--- src/rtl/core_pkg.sv ---
// Shared core definitions: pipeline-control state encoding, register-address width,
// the canonical NOP and the load-use hazard compare.
package core_pkg;

  localparam int          REG_ADDR_W = 5;
  localparam logic [31:0] NOP_INSTR  = 32'h0000_0013;

  typedef enum logic {
    HZ_RUN,
    HZ_FLUSH
  } hz_state_e;

  // A load in EX feeds a register the ID instruction actually reads; x0 never carries a dependency.
  function automatic logic is_load_use(
    input logic                  mem_rden_ex,
    input logic [REG_ADDR_W-1:0] rd_ex,
    input logic [REG_ADDR_W-1:0] rs1_id,
    input logic                  rs1_used,
    input logic [REG_ADDR_W-1:0] rs2_id,
    input logic                  rs2_used
  );
    return mem_rden_ex && (rd_ex != '0) &&
           ((rs1_used && (rs1_id == rd_ex)) || (rs2_used && (rs2_id == rd_ex)));
  endfunction

endpackage

--- src/rtl/sat_counter.sv ---
// Event counter that sticks at all-ones instead of wrapping; synchronous active-high clear.
module sat_counter #(
  parameter int CNT_W = 32
) (
  input  logic             i_clk,
  input  logic             i_rst,
  input  logic             i_inc,
  output logic [CNT_W-1:0] o_cnt
);

  logic [CNT_W-1:0] cnt_q, cnt_d;

  always_comb begin
    cnt_d = cnt_q;
    if (i_inc && !(&cnt_q)) cnt_d = cnt_q + CNT_W'(1);
  end

  // NOTE: sequential state is updated with non-blocking assignments only.
  always_ff @(posedge i_clk) begin
    if (i_rst) cnt_q <= '0;
    else       cnt_q <= cnt_d;
  end

  assign o_cnt = cnt_q;

endmodule

--- src/rtl/hazard_ctrl.sv ---
// Pipeline sequencing controller: drives PC / IF-ID / ID-EX enables and active-low flushes
// from a fixed priority of dmem freeze, redirect, flush window, load-use and imem bubble.
module hazard_ctrl
  import core_pkg::*;
#(
  parameter int FLUSH_CYCLES = 1,
  parameter int CNT_W        = 32
) (
  input  logic                  i_clk,
  input  logic                  i_rst,
  input  logic [REG_ADDR_W-1:0] i_rs1_addr_id,
  input  logic [REG_ADDR_W-1:0] i_rs2_addr_id,
  input  logic                  i_rs1_used_id,
  input  logic                  i_rs2_used_id,
  input  logic [REG_ADDR_W-1:0] i_rd_addr_ex,
  input  logic                  i_mem_rden_ex,
  input  logic                  i_redirect_ex,
  input  logic                  i_dmem_busy,
  input  logic                  i_imem_ready,
  output logic                  o_enable_pc,
  output logic                  o_enable_if,
  output logic                  o_rst_if,
  output logic                  o_enable_id,
  output logic                  o_rst_id,
  output logic [CNT_W-1:0]      o_stall_cnt,
  output logic [CNT_W-1:0]      o_flush_cnt
);

  localparam int FCNT_W = 3;

  hz_state_e         state_q, state_d;
  logic [FCNT_W-1:0] fcnt_q, fcnt_d;
  logic              load_use;

  assign load_use = is_load_use(i_mem_rden_ex, i_rd_addr_ex, i_rs1_addr_id, i_rs1_used_id,
                                i_rs2_addr_id, i_rs2_used_id);

  always_comb begin
    // NOTE: every output and next-state gets a default first, so no path infers a latch.
    state_d     = state_q;
    fcnt_d      = fcnt_q;
    o_enable_pc = 1'b1;
    o_enable_if = 1'b1;
    o_rst_if    = 1'b1;
    o_enable_id = 1'b1;
    o_rst_id    = 1'b1;

    if (i_rst) begin
      o_rst_if = 1'b0;
      o_rst_id = 1'b0;
    end else if (i_dmem_busy) begin
      // EX is frozen, so a pending redirect stays asserted and is taken once busy drops.
      o_enable_pc = 1'b0;
      o_enable_if = 1'b0;
      o_enable_id = 1'b0;
    end else if (i_redirect_ex) begin
      o_rst_if = 1'b0;
      o_rst_id = 1'b0;
      if (FLUSH_CYCLES > 1) begin
        state_d = HZ_FLUSH;
        fcnt_d  = FCNT_W'(FLUSH_CYCLES - 1);
      end else begin
        state_d = HZ_RUN;
      end
    end else if (state_q == HZ_FLUSH) begin
      o_rst_if = 1'b0;
      fcnt_d   = fcnt_q - FCNT_W'(1);
      if (fcnt_q == FCNT_W'(1)) state_d = HZ_RUN;
    end else if (load_use) begin
      o_enable_pc = 1'b0;
      o_enable_if = 1'b0;
      o_rst_id    = 1'b0;
    end else if (!i_imem_ready) begin
      o_enable_pc = 1'b0;
      o_rst_if    = 1'b0;
    end
  end

  always_ff @(posedge i_clk) begin
    if (i_rst) begin
      state_q <= HZ_RUN;
      fcnt_q  <= '0;
    end else begin
      state_q <= state_d;
      fcnt_q  <= fcnt_d;
    end
  end

  sat_counter #(.CNT_W(CNT_W)) u_stall_cnt (
    .i_clk (i_clk),
    .i_rst (i_rst),
    .i_inc (!i_rst && !o_enable_pc),
    .o_cnt (o_stall_cnt)
  );

  sat_counter #(.CNT_W(CNT_W)) u_flush_cnt (
    .i_clk (i_clk),
    .i_rst (i_rst),
    .i_inc (!i_rst && !o_rst_if),
    .o_cnt (o_flush_cnt)
  );

endmodule

--- config.mk ---
export PLATFORM = sky130hd
export DESIGN_NAME = hazard_ctrl
export DESIGN_NICKNAME = d
export VERILOG_FILES = /design/src/rtl/core_pkg.sv /design/src/rtl/sat_counter.sv /design/src/rtl/hazard_ctrl.sv
export SDC_FILE = /design/constraint.sdc
export NUM_CORES = 1
export LEC_CHECK = 0
export ABC_AREA = 1
export ABC_CLOCK_PERIOD_IN_PS = 2100
export BUFFER_PORTS_ARGS = -buffer_cell sky130_fd_sc_hd__buf_2
export CORE_ASPECT_RATIO = 0.75
export CORE_MARGIN = 2
export CORE_UTILIZATION = 45
export CTS_BUF_LIST = sky130_fd_sc_hd__clkbuf_2
export DETAILED_ROUTE_END_ITERATION = 8
export PLACE_DENSITY = 0.76
export SYNTH_ARGS = -nofsm -noshare
export SYNTH_HDL_FRONTEND = slang
export SYNTH_HIERARCHICAL = 1
export SYNTH_SLANG_ARGS = --single-unit
--- constraint.sdc ---
create_clock -name i_clk -period 2.1 [get_ports i_clk]
set_input_delay 0 -clock i_clk [delete_from_list [all_inputs] [get_ports i_clk]]
set_output_delay 0 -clock i_clk [all_outputs]
set_load 0.01 [all_outputs]
== After elaboration in Yosys (flattened, before gate mapping) ==
Cells that the tools add are included.
Widths: inputs -> output; s select.
Word-level totals
  bits in registers: 68
  input port bits: 23
  output and inout bits: 69
  logic and storage cells: 54
Operators by class
  $add $sub $neg: 3
  eq/ne operators: 3
  mux-type cells: 24
  bitwise logic cells: 2
  reductions and logical operators: 18
Operator list (count)
  $add 32x1->32 const B: 2
  $reduce_and 32->1: 2
  $mux 1: 24
  $eq 5x5->1: 2
  $logic_and 1x1->1: 8
  $logic_not 1->1: 5
  $reduce_bool 5->1: 1
  $eq 3x1->1 const B: 1
  $reduce_and 3->1: 1
  $sub 3x1->3 const B: 1
  $not 1->1: 2
  $logic_or 1x1->1: 1

== Logic depth before layout (Yosys ltp) ==
Gate-level depths: netlist (run 1).
  word-level depth: 12
  depth in mapped cells: 19
  mapped depth without buffers: 19

== By module ==
The synthesis (run 1) kept the hierarchy.
Modules (own cells, without submodules)
  sat_counter: instances 2, cells an instance 320, area an instance 1984.4 um^2, sequential area each 640.6 um^2
  hazard_ctrl: instances 1, cells an instance 102, area an instance 515.5 um^2, sequential area each 80.1 um^2

== Worst setup path after synthesis (run 1) ==
OpenSTA, ideal clock, no wires.
  path kind: input to register
  start: input port i_rd_addr_ex[3]
  end: register u_flush_cnt.cnt_q[23] (netlist: u_flush_cnt/o_cnt[23])
  library setup time: 113 ps
  arrival: 1635 ps
  required time: 1987 ps
  setup slack: 352 ps
  cell stages on the path: 16
  buffers on the path: 0
  cells stage by stage: inv_1 nand4_1 o21ai_0 inv_1 nand2_2 nand2_2 nand2_2 nand2_1 nor2_1 inv_1 nor2_2 nand2_1 nor2_2 nand3_1 nor2_1 nor2_1
On the way
  cells in the longest elaborated chain, start to end: 12
  elaborated cells on any way between the ends: 16
  those cells by class: eq/ne: 2; mux: 5; reduce/logical: 9
RTL lines
  start: declaration: line hazard_ctrl.sv:15  | input logic [REG_ADDR_W-1:0] i_rd_addr_ex,
  $eq 5x5->1: line core_pkg.sv:23  | ((rs1_used && (rs1_id == rd_ex)) || (rs2_used && (rs2_id == rd_ex)));
  $logic_and 1x1->1: line core_pkg.sv:23
  $logic_or 1x1->1: line core_pkg.sv:23
  $logic_and 1x1->1 *: line core_pkg.sv:22  | return mem_rden_ex && (rd_ex != '0) &&
  $mux 1 *: line hazard_ctrl.sv:69  | end else if (load_use) begin
  $mux 1 *: line hazard_ctrl.sv:65  | end else if (state_q == HZ_FLUSH) begin
  $mux 1 *: line hazard_ctrl.sv:56  | end else if (i_redirect_ex) begin
  $mux 1 *: line hazard_ctrl.sv:51  | end else if (i_dmem_busy) begin
  $mux 1 *: line hazard_ctrl.sv:48  | if (i_rst) begin
  $logic_not 1->1 *: line hazard_ctrl.sv:99  | .i_inc (!i_rst && !o_rst_if),
  $logic_and 1x1->1 *: line hazard_ctrl.sv:99
  $logic_and 1x1->1 *: line sat_counter.sv:15  | if (i_inc && !(&cnt_q)) cnt_d = cnt_q + CNT_W'(1);
  end signal: assignment: line sat_counter.sv:21  | else cnt_q <= cnt_d;
  end: declaration: line sat_counter.sv:11  | logic [CNT_W-1:0] cnt_q, cnt_d;
Mark *: on every way between the ends. The rest lies on a longest branch, timed or not.
A chain may end at the register's enable or synchronous reset.

== Final worst setup path (run 1) ==
  start: register state_q
  end: register u_stall_cnt.cnt_q[24] (netlist: u_stall_cnt/o_cnt[24])
On the way
  cells in the longest elaborated chain, start to end: 7
RTL lines
  start: declaration: line hazard_ctrl.sv:31  | hz_state_e state_q, state_d;
  start signal: assignment: line hazard_ctrl.sv:84  | state_q <= state_d;
  $mux 1: line hazard_ctrl.sv:65
  $mux 1: line hazard_ctrl.sv:56
  $mux 1: line hazard_ctrl.sv:51
  $mux 1: line hazard_ctrl.sv:48
  $logic_not 1->1: line hazard_ctrl.sv:92  | .i_inc (!i_rst && !o_enable_pc),
  $logic_and 1x1->1: line hazard_ctrl.sv:92
  $logic_and 1x1->1: line sat_counter.sv:15
  end signal: assignment: line sat_counter.sv:21
  end: declaration: line sat_counter.sv:11
Every way passes these cells.

==> reports/results.txt, run 1 <==
status -> finished, final reports clean
final weighted congestion in routability-driven placement -> 0.9863
DP Worst Slack -> 0.1114 ns
vias in the first global route -> 4077
Pins Over Slew Limit -> 0
critical setup path kind -> flop to flop
hold depth -> 9
switching power -> 587.5 uW
I/O pins -> 92
Avg Vias per Cell -> 5.131
wire length of the first global-routing pass -> 20.17 mm
setup-violating endpoint count in the final report -> 0
total non-filler cell area in the finished layout -> 5244 sq um
proportion of power drawn by flip-flops and latches -> 61.6%
R2R depth -> 11
synthesized net count -> 769
share of final-layout standard cells stronger than drive strength 1 -> 18.61%
part of the Yosys area used for sequential elements -> 30.36%
layout-stage area growth over the synthesis result -> 16.94%
Distinct cells, synth -> 26
warning count from the yosys run -> 6
Die W -> 119.3 microns
RSZ-0062 raised after global routing -> false
clk_skew -> 0.02568 ns
number of instances in the synthesized netlist -> 742
remaining global-route overflow -> 0
worst-path maximum fanout -> 6
per-instance average area after synthesis -> 6.044 sq um
net switching fraction of the power -> 27.85%
overall global routing resource usage -> 23.15%
final hold violation count -> 0
Clock transition at path regs -> 0.18 ns
Gate power share -> 9.3%
starting density of the core -> 46.43%
total wire length after detailed routing -> 12.49 mm
cell area power density -> 402.3 nW/um^2
Clk Latency, worst-skew pair -> 0.52 ns
Core Rows -> 31
worst hold margin -> 0.1895 ns
class of the worst hold path -> primary input to flop
I/O Buffers -> 91
final setup slack of the worst path -> 0.2253 ns
final period utilization -> 89.27%
post-route total power -> 2110 uW
clock network power share -> 29.1%
leakage -> 0.002314 uW
area of the mapped netlist -> 4484 sq um
First-pass DRT Iterations -> 5
pin count of the biggest net entering global routing -> 30
Inserted Clock Buffers -> 9
max_cap viols -> 0
clock tree root buffer cell -> clkbuf_2
setup_tns -> 0 ns
maximum vdd drop -> 0.0001981 V
placed wire-length estimate after detailed placement -> 9.616 mm
NumNets Final -> 872
critical path launch point type -> flop
most frequent standard cell in the layout excluding fill and tap cells -> nand2_1
Final min period -> 1.875 ns
fillers -> 1037
relative max-transition margin -> 69.29%
multi-input logic area -> 2753 sq um
Post-DRT Antenna Nets -> 0
transition time of the tightest slew-check pin -> 0.4571 ns
DRC violation count after routing -> 0
crit end category -> flop
routed vias -> 5034
buffer levels on the longest clock path -> 2
H-tree depth -> 3
number of violations reported at the end of detailed-routing iteration 0 -> 442
CP arrival -> 2.29 ns
number of synthesized register bits -> 68
instance area at placement -> 5114 sq um
antenna violations before repair -> 0
CTS tree -> done
routed wirelength normalized by instance count -> 12.73 microns
number of clock sinks -> 68
Chip Height -> 90.45 microns
Storage cell area -> 1361 sq um
top library cells by usage in the layout, fill and taps aside -> nand2_1 (201), nor2_1 (166), buf_2 (91)
area of the core -> 9658 sq um
Max Clk Rate -> 533.4 MHz
data required time of the worst path -> 2.51 ns
postcts setup bufs -> 0
die area -> 10790 sq um
number of diodes -> 0
Internal Dissipation -> 1522 uW
## kinds of logic (layout without fill, tap and decap cells)
kind of cell | Yosys count | in the layout | share of synthesized area [%]
xor+xnor | 4 | 4 | 0.7814
buf+inv | 86 | 193 | 8.650
compound gates | 60 | 60 | 7.087
flops | 68 | 68 | 30.36
simple gates | 520 | 520 | 52.01
fa+ha+maj | 4 | 4 | 1.116
## flip-flops by register name, summed over array words and instances (netlist names)
name,count
u_stall_cnt/o_cnt,32
fcnt_q,3
state_q,1
u_flush_cnt/o_cnt,32
## power groups by stage
| stage | Clock, uW | Combinational, uW | Sequential, uW |
|---|---|---|---|
| after floorplan | 0 | 105 | 1330 |
| after global placement | 0 | 190 | 1330 |
| after detailed placement | 0 | 192 | 1330 |
| after CTS | 644 | 196 | 1300 |
| after global routing | 692 | 224 | 1300 |
| final | 613 | 197 | 1300 |
## final timing paths
check | from | to | slack (ns)
max | state_q$_SDFFE_PP0N_ | u_stall_cnt/o_cnt[24]$_SDFFE_PP0P_ | 0.23
min | i_imem_ready | u_flush_cnt/o_cnt[4]$_SDFFE_PP0P_ | 0.19
max reg2reg | state_q$_SDFFE_PP0N_ | u_stall_cnt/o_cnt[24]$_SDFFE_PP0P_ | 0.23
min reg2reg | fcnt_q[0]$_SDFFE_PP0P_ | fcnt_q[0]$_SDFFE_PP0P_ | 0.50
## area by class of cell
| type | count | area share (%) |
|---|---|---|
| clock buffers | 11 | 1.050 |
| repair buffers | 111 | 12.22 |
| well taps | 132 | 3.150 |
| multi-input cells | 588 | 52.49 |
| flip-flops and latches | 68 | 25.96 |
| inverters | 67 | 4.796 |
| clock inverters | 4 | 0.3340 |
## critical path: stages, from the launching register on
cell	delay, ns
dfxtp_1	0.37
nor3_1	0.25
a21oi_2	0.09
inv_1	0.08
inv_1	0.11
buf_4	0.18
nor2_1	0.10
nand2_1	0.09
inv_1	0.15
nand3_1	0.13
xor2_1	0.18
nor2_1	0.05
## cells in the mapped netlist (all sizes together)
| library cell | instances | area share [%] |
|---|---|---|
| xor2 | 2 | 0.39 |
| nor2 | 186 | 18 |
| clkbuf | 7 | 0.59 |
| a211oi | 1 | 0.17 |
| o21ai | 5 | 0.56 |
| inv | 67 | 5.6 |
| xnor2 | 2 | 0.39 |
| nand4 | 26 | 3.6 |
| dfxtp | 68 | 30 |
| nand2 | 213 | 19 |
| nand3b | 12 | 2.6 |
| and3 | 2 | 0.28 |
| nor3 | 14 | 1.8 |
| ha | 4 | 1.1 |
| nand3 | 67 | 7.5 |
| buf | 12 | 2.5 |
| a31oi | 6 | 0.84 |
| a21oi | 48 | 5.5 |
## metrics by stage
stage,utilization [%],std cells
after floorplan,-,742
after global placement,52.95,962
after detailed placement,52.95,962
after CTS,54.11,981
after global routing,54.29,981
final,54.29,981
## what timing repair did
action / in CTS / in global routing
endpoints found under the setup margin: 0 / 4
endpoints found under the hold margin: 10 / 0
hold buffers: 4 / 0
gates resized for setup: 0 / 4
## per-layer routing
layer	track usage (%)	share of wire, %
met1	35.96	50
met2	31.42	39
met3	5.619	11
met4	5.556	0.82
met5	0	0
Power figures use the tool's default switching activity.
==> inputs of run 2 (changes only) <==
--- a/config.mk
+++ b/config.mk
@@ -13,7 +13,8 @@
 export CORE_UTILIZATION = 45
 export CTS_BUF_LIST = sky130_fd_sc_hd__clkbuf_2
 export DETAILED_ROUTE_END_ITERATION = 8
-export PLACE_DENSITY = 0.76
+export PLACE_DENSITY = 0.72
+export REMOVE_ABC_BUFFERS = 1
 export SYNTH_ARGS = -nofsm -noshare
 export SYNTH_HDL_FRONTEND = slang
 export SYNTH_HIERARCHICAL = 1
==> run 2 against run 1 <==
Against the previous run: setup slack lost 0.044 ns; via count grew 3.0%; non-clock buffer count shrank 3; final cell count shrank 0.20%; combinational power shrank 6%; maximum frequency shrank 2.3%; sequential power is essentially flat; first-iteration DRC count grew 13%; register-to-register slack lost 0.04 ns; design area grew 0.43%; critical path type unchanged; highest routed layer unchanged.
==> reports/results.txt, run 2 (synthesis results as in run 1) <==
relative max-transition margin -> 64.58% (was 69.29%)
antenna violations before repair -> 0 (unchanged)
Clock transition at path regs -> 0.18 ns (about the same)
crit path buf inv count -> 1 (was 4)
clk_skew -> 0.04185 ns (was 0.02568 ns)
wire length of the first global-routing pass -> 22.74 mm (was 20.17 mm)
routed wirelength normalized by instance count -> 13.67 microns (was 12.73 microns)
transition time of the tightest slew-check pin -> 0.5273 ns (was 0.4571 ns)
most frequent standard cell in the layout excluding fill and tap cells -> nand2_1 (unchanged)
Final min period -> 1.919 ns (was 1.875 ns)
Chip Height -> 90.45 microns (unchanged)
leakage -> 0.002319 uW (was 0.002314 uW)
top library cells by usage in the layout, fill and taps aside -> nand2_1 (202), nor2_1 (166), buf_2 (91) (was nand2_1 (201), nor2_1 (166), buf_2 (91))
Post-DRT Antenna Nets -> 0 (unchanged)
starting density of the core -> 46.43% (unchanged)
post-route total power -> 2391 uW (was 2110 uW)
First-pass DRT Iterations -> 5 (unchanged)
Clk Latency, worst-skew pair -> 0.53 ns (was 0.52 ns)
Max Clk Rate -> 521.2 MHz (was 533.4 MHz)
setup-violating endpoint count in the final report -> 0 (unchanged)
data required time of the worst path -> 2.54 ns (was 2.51 ns)
layout-stage area growth over the synthesis result -> 17.44% (was 16.94%)
Die W -> 119.3 microns (unchanged)
number of diodes -> 0 (unchanged)
I/O Buffers -> 91 (unchanged)
cell area power density -> 454.0 nW/um^2 (was 402.3 nW/um^2)
vias in the first global route -> 4657 (was 4077)
final weighted congestion in routability-driven placement -> 1.005 (was 0.9863)
total non-filler cell area in the finished layout -> 5266 sq um (was 5244 sq um)
Core Rows -> 31 (unchanged)
crit end category -> flop (unchanged)
routed vias -> 5185 (was 5034)
area of the core -> 9658 sq um (unchanged)
DRC violation count after routing -> 0 (unchanged)
placed insts -> 958 (was 962)
biggest cell delay along the critical path -> 0.44 ns (was 0.37 ns)
remaining global-route overflow -> 0 (unchanged)
fillers -> 996 (was 1037)
I/O pins -> 92 (unchanged)
master of the slowest instance on the critical path -> dfxtp_1 (unchanged)
H-tree depth -> 3 (unchanged)
NumNets Final -> 869 (was 872)
overall global routing resource usage -> 25.86% (was 23.15%)
placed wire-length estimate after detailed placement -> 10.40 mm (was 9.616 mm)
worst hold margin -> 0.2189 ns (was 0.1895 ns)
total wire length after detailed routing -> 13.38 mm (was 12.49 mm)
final hold violation count -> 0 (unchanged)
buffer levels on the longest clock path -> 2 (unchanged)
share of final-layout standard cells stronger than drive strength 1 -> 18.65% (was 18.61%)
final period utilization -> 91.36% (was 89.27%)
Avg Vias per Cell -> 5.296 (was 5.131)
status -> finished, final reports clean (unchanged)
RSZ-0062 raised after global routing -> false (unchanged)
postcts setup bufs -> 0 (unchanged)
pin count of the biggest net entering global routing -> 27 (was 30)
max_cap viols -> 0 (unchanged)
Inserted Clock Buffers -> 9 (unchanged)
maximum vdd drop -> 0.0003180 V (was 0.0001981 V)
die area -> 10790 sq um (unchanged)
cell type group with the largest total delay on the critical path -> simple AND/OR/NAND/NOR gates (unchanged)
Pins Over Slew Limit -> 0 (unchanged)
worst-path maximum fanout -> 25 (was 6)
most prevalent standard cell on the critical path -> nand2_1 (was inv_1)
final std cells w/o fill -> 979 (was 981)
clock tree root buffer cell -> clkbuf_2 (unchanged)
CTS tree -> done (unchanged)
number of violations reported at the end of detailed-routing iteration 0 -> 498 (was 442)
critical setup path kind -> flop to flop (unchanged)
class of the worst hold path -> primary input to flop (unchanged)
critical path launch point type -> flop (unchanged)
CP arrival -> 2.36 ns (was 2.29 ns)
Cell Chain, Critical Path -> ha_1 > nand2_1 > nor2_4 > nand2_4 > nor2_1 > nand2_1 > buf_4 > nand2_1 > o21ai_0 > nor2_1 (was nor3_1 > a21oi_2 > inv_1 > inv_1 > buf_4 > nor2_1 > nand2_1 > inv_1 > nand3_1 > xor2_1 > nor2_1)
number of clock sinks -> 68 (unchanged)
instance area at placement -> 5071 sq um (was 5114 sq um)
[run 2: metrics by stage]
stage	utilization, %	setup TNS, ns	worst slack (ns)
2_1_floorplan	-	-0.1893	-0.07418
3_3_place_gp	52.51	0	0.1046
3_5_place_dp	52.51	0	0.1020
4_1_cts	54.44	0	0.1710
5_1_grt	54.53	0	0.004636
6_report	54.53	0	0.1814
[run 2: per-layer routing]
metal	vias to the layer above	share of wire [%]	track usage (%)
li1	2588	-	-
met1	2351	48	38.57
met2	237	41	37.07
met3	9	11	7.386
met4	0	0.72	4.663
met5	-	0	0
[run 2: area by class of cell]
cell class / count / area (sq um) / area share, %
Clock inverter: 7 / 91.34 / 1.734
Sequential cell: 68 / 1365 / 25.92
Clock buffer: 9 / 45.04 / 0.8553
Multi-Input combinational cell: 588 / 2740 / 52.03
Inverter: 67 / 251.5 / 4.775
Timing Repair Buffer: 108 / 608.1 / 11.55
Tap cell: 132 / 165.2 / 3.136
[run 2: final timing paths]
kind | cells past startpoint | start | endpoint | slack [ns]
max | 10 | u_stall_cnt/o_cnt[1]$_SDFFE_PP0P_ | u_stall_cnt/o_cnt[2]$_SDFFE_PP0P_ | 0.18
min | 7 | i_imem_ready | u_stall_cnt/o_cnt[6]$_SDFFE_PP0P_ | 0.22
max reg2reg | 10 | u_stall_cnt/o_cnt[1]$_SDFFE_PP0P_ | u_stall_cnt/o_cnt[2]$_SDFFE_PP0P_ | 0.18
min reg2reg | 2 | u_flush_cnt/o_cnt[1]$_SDFFE_PP0P_ | u_flush_cnt/o_cnt[1]$_SDFFE_PP0P_ | 0.52
[run 2: repair_timing]
action	in CTS	in global routing
endpoints found under the setup margin	0	9
resized for setup	0	4
hold buffers	5	0
endpoints found under the hold margin	10	0
[run 2: report_power, final]
part	internal (uW)	switching, uW	total [uW]
registers	1300	7.08	1310
clock network	390	510	900
logic	69.6	116	185
total	1760	633	2390
[run 2: worst reg2reg max path: stages (launching register included)]
cell and delay, ns:
dfxtp_1 0.44, ha_1 0.21, nand2_1 0.11, nor2_4 0.18
nand2_4 0.09, nor2_1 0.11, nand2_1 0.15, buf_4 0.26
nand2_1 0.13, o21ai_0 0.08, nor2_1 0.11
==> inputs of run 3 (changes only) <==
--- a/config.mk
+++ b/config.mk
@@ -6,14 +6,14 @@
 export NUM_CORES = 1
 export LEC_CHECK = 0
 export ABC_AREA = 1
-export ABC_CLOCK_PERIOD_IN_PS = 2100
+export ABC_CLOCK_PERIOD_IN_PS = 2190
 export BUFFER_PORTS_ARGS = -buffer_cell sky130_fd_sc_hd__buf_2
 export CORE_ASPECT_RATIO = 0.75
 export CORE_MARGIN = 2
 export CORE_UTILIZATION = 45
 export CTS_BUF_LIST = sky130_fd_sc_hd__clkbuf_2
 export DETAILED_ROUTE_END_ITERATION = 8
-export PLACE_DENSITY = 0.72
+export PLACE_DENSITY_LB_ADDON = 0.25
 export REMOVE_ABC_BUFFERS = 1
 export SYNTH_ARGS = -nofsm -noshare
 export SYNTH_HDL_FRONTEND = slang
==> constraint.sdc (replaced) <==
create_clock -name i_clk -period 2.19 [get_ports i_clk]
set_input_delay 0 -clock i_clk [delete_from_list [all_inputs] [get_ports i_clk]]
set_output_delay 0 -clock i_clk [all_outputs]
set_load 0.01 [all_outputs]
==> run 3 against run 2 <==
Against the previous run: critical path depth increased by 1; first-iteration DRC count shrank 18%; sequential cell count is the same; critical path type unchanged; critical endpoint is now u_stall_cnt/o_cnt[23]$_SDFFE_PP0P_.
==> reports/results.txt, run 3 (synthesis results as in run 1) <==
hold depth -> 9 (was 7)
fillers -> 1033 (was 996)
transition time of the tightest slew-check pin -> 0.5333 ns (was 0.5273 ns)
Post-DRT Antenna Nets -> 0 (unchanged)
routed wirelength normalized by instance count -> 13.77 microns (was 13.67 microns)
setup_tns -> 0 ns (unchanged)
Final min period -> 1.922 ns (was 1.919 ns)
net switching fraction of the power -> 27.89% (was 26.47%)
pin count of the biggest net entering global routing -> 30 (was 27)
Die W -> 119.3 microns (unchanged)
class of the worst hold path -> primary input to flop (unchanged)
remaining global-route overflow -> 0 (unchanged)
total wire length after detailed routing -> 13.38 mm (about the same)
setup-violating endpoint count in the final report -> 0 (unchanged)
cell area power density -> 392.1 nW/um^2 (was 454.0 nW/um^2)
Chip Height -> 90.45 microns (unchanged)
number of violations reported at the end of detailed-routing iteration 0 -> 407 (was 498)
vias in the first global route -> 4464 (was 4657)
CTS tree -> done (unchanged)
layout-stage area growth over the synthesis result -> 14.48% (was 17.44%)
Inserted Clock Buffers -> 9 (unchanged)
die area -> 10790 sq um (unchanged)
number of diodes -> 0 (unchanged)
Cell Chain, Critical Path -> nor3_1 > a21oi_2 > inv_1 > inv_1 > nor2_2 > nand2_1 > nor2_2 > nand3_1 > nand2_1 > nand2_1 > nor2_1 (was ha_1 > nand2_1 > nor2_4 > nand2_4 > nor2_1 > nand2_1 > buf_4 > nand2_1 > o21ai_0 > nor2_1)
clock tree root buffer cell -> clkbuf_2 (unchanged)
NumNets Final -> 863 (was 869)
cell type group with the largest total delay on the critical path -> simple AND/OR/NAND/NOR gates (unchanged)
max_cap viols -> 0 (unchanged)
area of the core -> 9658 sq um (unchanged)
RSZ-0062 raised after global routing -> false (unchanged)
clk_skew -> 0.02494 ns (was 0.04185 ns)
master of the slowest instance on the critical path -> dfxtp_1 (unchanged)
Worst path depth -> 11 (was 10)
Max Clk Rate -> 520.2 MHz (was 521.2 MHz)
Post-Route Utilization -> 53.15% (was 54.53%)
proportion of power drawn by flip-flops and latches -> 62.1% (was 54.6%)
status -> finished, final reports clean (unchanged)
Clock transition at path regs -> 0.17 ns (was 0.18 ns)
number of clock sinks -> 68 (unchanged)
share of final-layout standard cells stronger than drive strength 1 -> 17.50% (was 18.65%)
routed vias -> 5104 (was 5185)
most frequent standard cell in the layout excluding fill and tap cells -> nand2_1 (unchanged)
final hold violation count -> 0 (unchanged)
overall global routing resource usage -> 25.30% (was 25.86%)
I/O pins -> 92 (unchanged)
Clk Latency, worst-skew pair -> 0.49 ns (was 0.53 ns)
H-tree depth -> 3 (unchanged)
antenna violations before repair -> 0 (unchanged)
Pins Over Slew Limit -> 0 (unchanged)
Avg Vias per Cell -> 5.251 (was 5.296)
starting density of the core -> 46.43% (unchanged)
crit path buf inv count -> 2 (was 1)
most prevalent standard cell on the critical path -> nand2_1 (unchanged)
CP arrival -> 2.36 ns (about the same)
critical setup path kind -> flop to flop (unchanged)
Core Rows -> 31 (unchanged)
final period utilization -> 87.78% (was 91.36%)
worst-path maximum fanout -> 8 (was 25)
wire length of the first global-routing pass -> 22.15 mm (was 22.74 mm)
I/O Buffers -> 91 (unchanged)
clock network power share -> 29.0% (was 37.6%)
count of instances resized after the clock tree is built -> 0 (unchanged)
data required time of the worst path -> 2.63 ns (was 2.54 ns)
switching power -> 561.3 uW (was 633.0 uW)
leakage -> 0.002253 uW (was 0.002319 uW)
top library cells by usage in the layout, fill and taps aside -> nand2_1 (202), nor2_1 (166), buf_2 (91) (unchanged)
postcts setup bufs -> 0 (unchanged)
R2R depth -> 11 (was 10)
crit end category -> flop (unchanged)
critical path launch point type -> flop (unchanged)
First-pass DRT Iterations -> 4 (was 5)
Internal Dissipation -> 1452 uW (was 1758 uW)
maximum vdd drop -> 0.0002785 V (was 0.0003180 V)
relative max-transition margin -> 64.41% (was 64.58%)
biggest cell delay along the critical path -> 0.37 ns (was 0.44 ns)
buffer levels on the longest clock path -> 2 (unchanged)
placed wire-length estimate after detailed placement -> 10.34 mm (was 10.40 mm)
final weighted congestion in routability-driven placement -> 0.9491 (was 1.005)
Gate power share -> 8.9% (was 7.7%)
DRC violation count after routing -> 0 (unchanged)
[run 3: final cells by class]
type                            instances  area, sq um  area share, %
Multi-Input combinational cell        588         2735          53.28
Tap cell                              132        165.2          3.217
Clock inverter                          4        17.52         0.3412
Sequential cell                        68         1361          26.52
Clock buffer                           11        55.05          1.072
Inverter                               67        251.5          4.899
Timing Repair Buffer                  102        548.0          10.68
[run 3: what timing repair did]
action	4_1_cts	5_1_grt
hold endpoints to repair	10	0
endpoints found under the setup margin	0	1
hold buffers	5	0
[run 3: final timing paths]
check	start	endpoint	slack, ns
setup / recovery	state_q$_SDFFE_PP0N_	u_stall_cnt/o_cnt[23]$_SDFFE_PP0P_	0.27
hold / removal	i_imem_ready	u_flush_cnt/o_cnt[4]$_SDFFE_PP0P_	0.26
setup reg to reg	state_q$_SDFFE_PP0N_	u_stall_cnt/o_cnt[23]$_SDFFE_PP0P_	0.27
hold reg to reg	u_flush_cnt/o_cnt[1]$_SDFFE_PP0P_	u_flush_cnt/o_cnt[1]$_SDFFE_PP0P_	0.53
[run 3: metrics by stage]
stage / worst slack (ns) / total power, uW / cells / hold slack (ns) / area [sq um]
after floorplan: 0.01582 / 1371 / 723 / 0.02600 / 4348
after global placement: 0.2706 / 1441 / 953 / 0.2963 / 5021
after detailed placement: 0.1902 / 1448 / 953 / 0.2997 / 5021
after CTS: 0.1276 / 2048 / 973 / 0.1844 / 5144
after global routing: 0.1027 / 2128 / 972 / 0.2545 / 5134
final: 0.2677 / 2013 / 972 / 0.2562 / 5134
[run 3: power by group through the flow]
| stage | registers (uW) | logic (uW) | clock network (uW) |
|---|---|---|---|
| finish | 1250 | 179 | 584 |
| detailed placement | 1280 | 172 | 0 |
| global route | 1250 | 201 | 674 |
| floorplan | 1280 | 94.4 | 0 |
| CTS | 1250 | 177 | 620 |
| global placement | 1280 | 165 | 0 |
[run 3: worst min-delay path, stage by stage]
cell,delay (ns)
buf_2,0.10
inv_1,0.05
nand2_2,0.06
nand2_2,0.05
nand2_1,0.06
nor2_1,0.04
buf_4,0.19
nand3_1,0.09
a21oi_1,0.06
[run 3: metal layers]
| layer | global-route usage (%) | share of wire, % | up-vias |
|---|---|---|---|
| li1 | - | - | 2572 |
| met1 | 37.88 | 49 | 2314 |
| met2 | 36.16 | 40 | 209 |
| met3 | 6.629 | 10 | 9 |
| met4 | 5.159 | 0.75 | 0 |
| met5 | 0 | 0 | - |
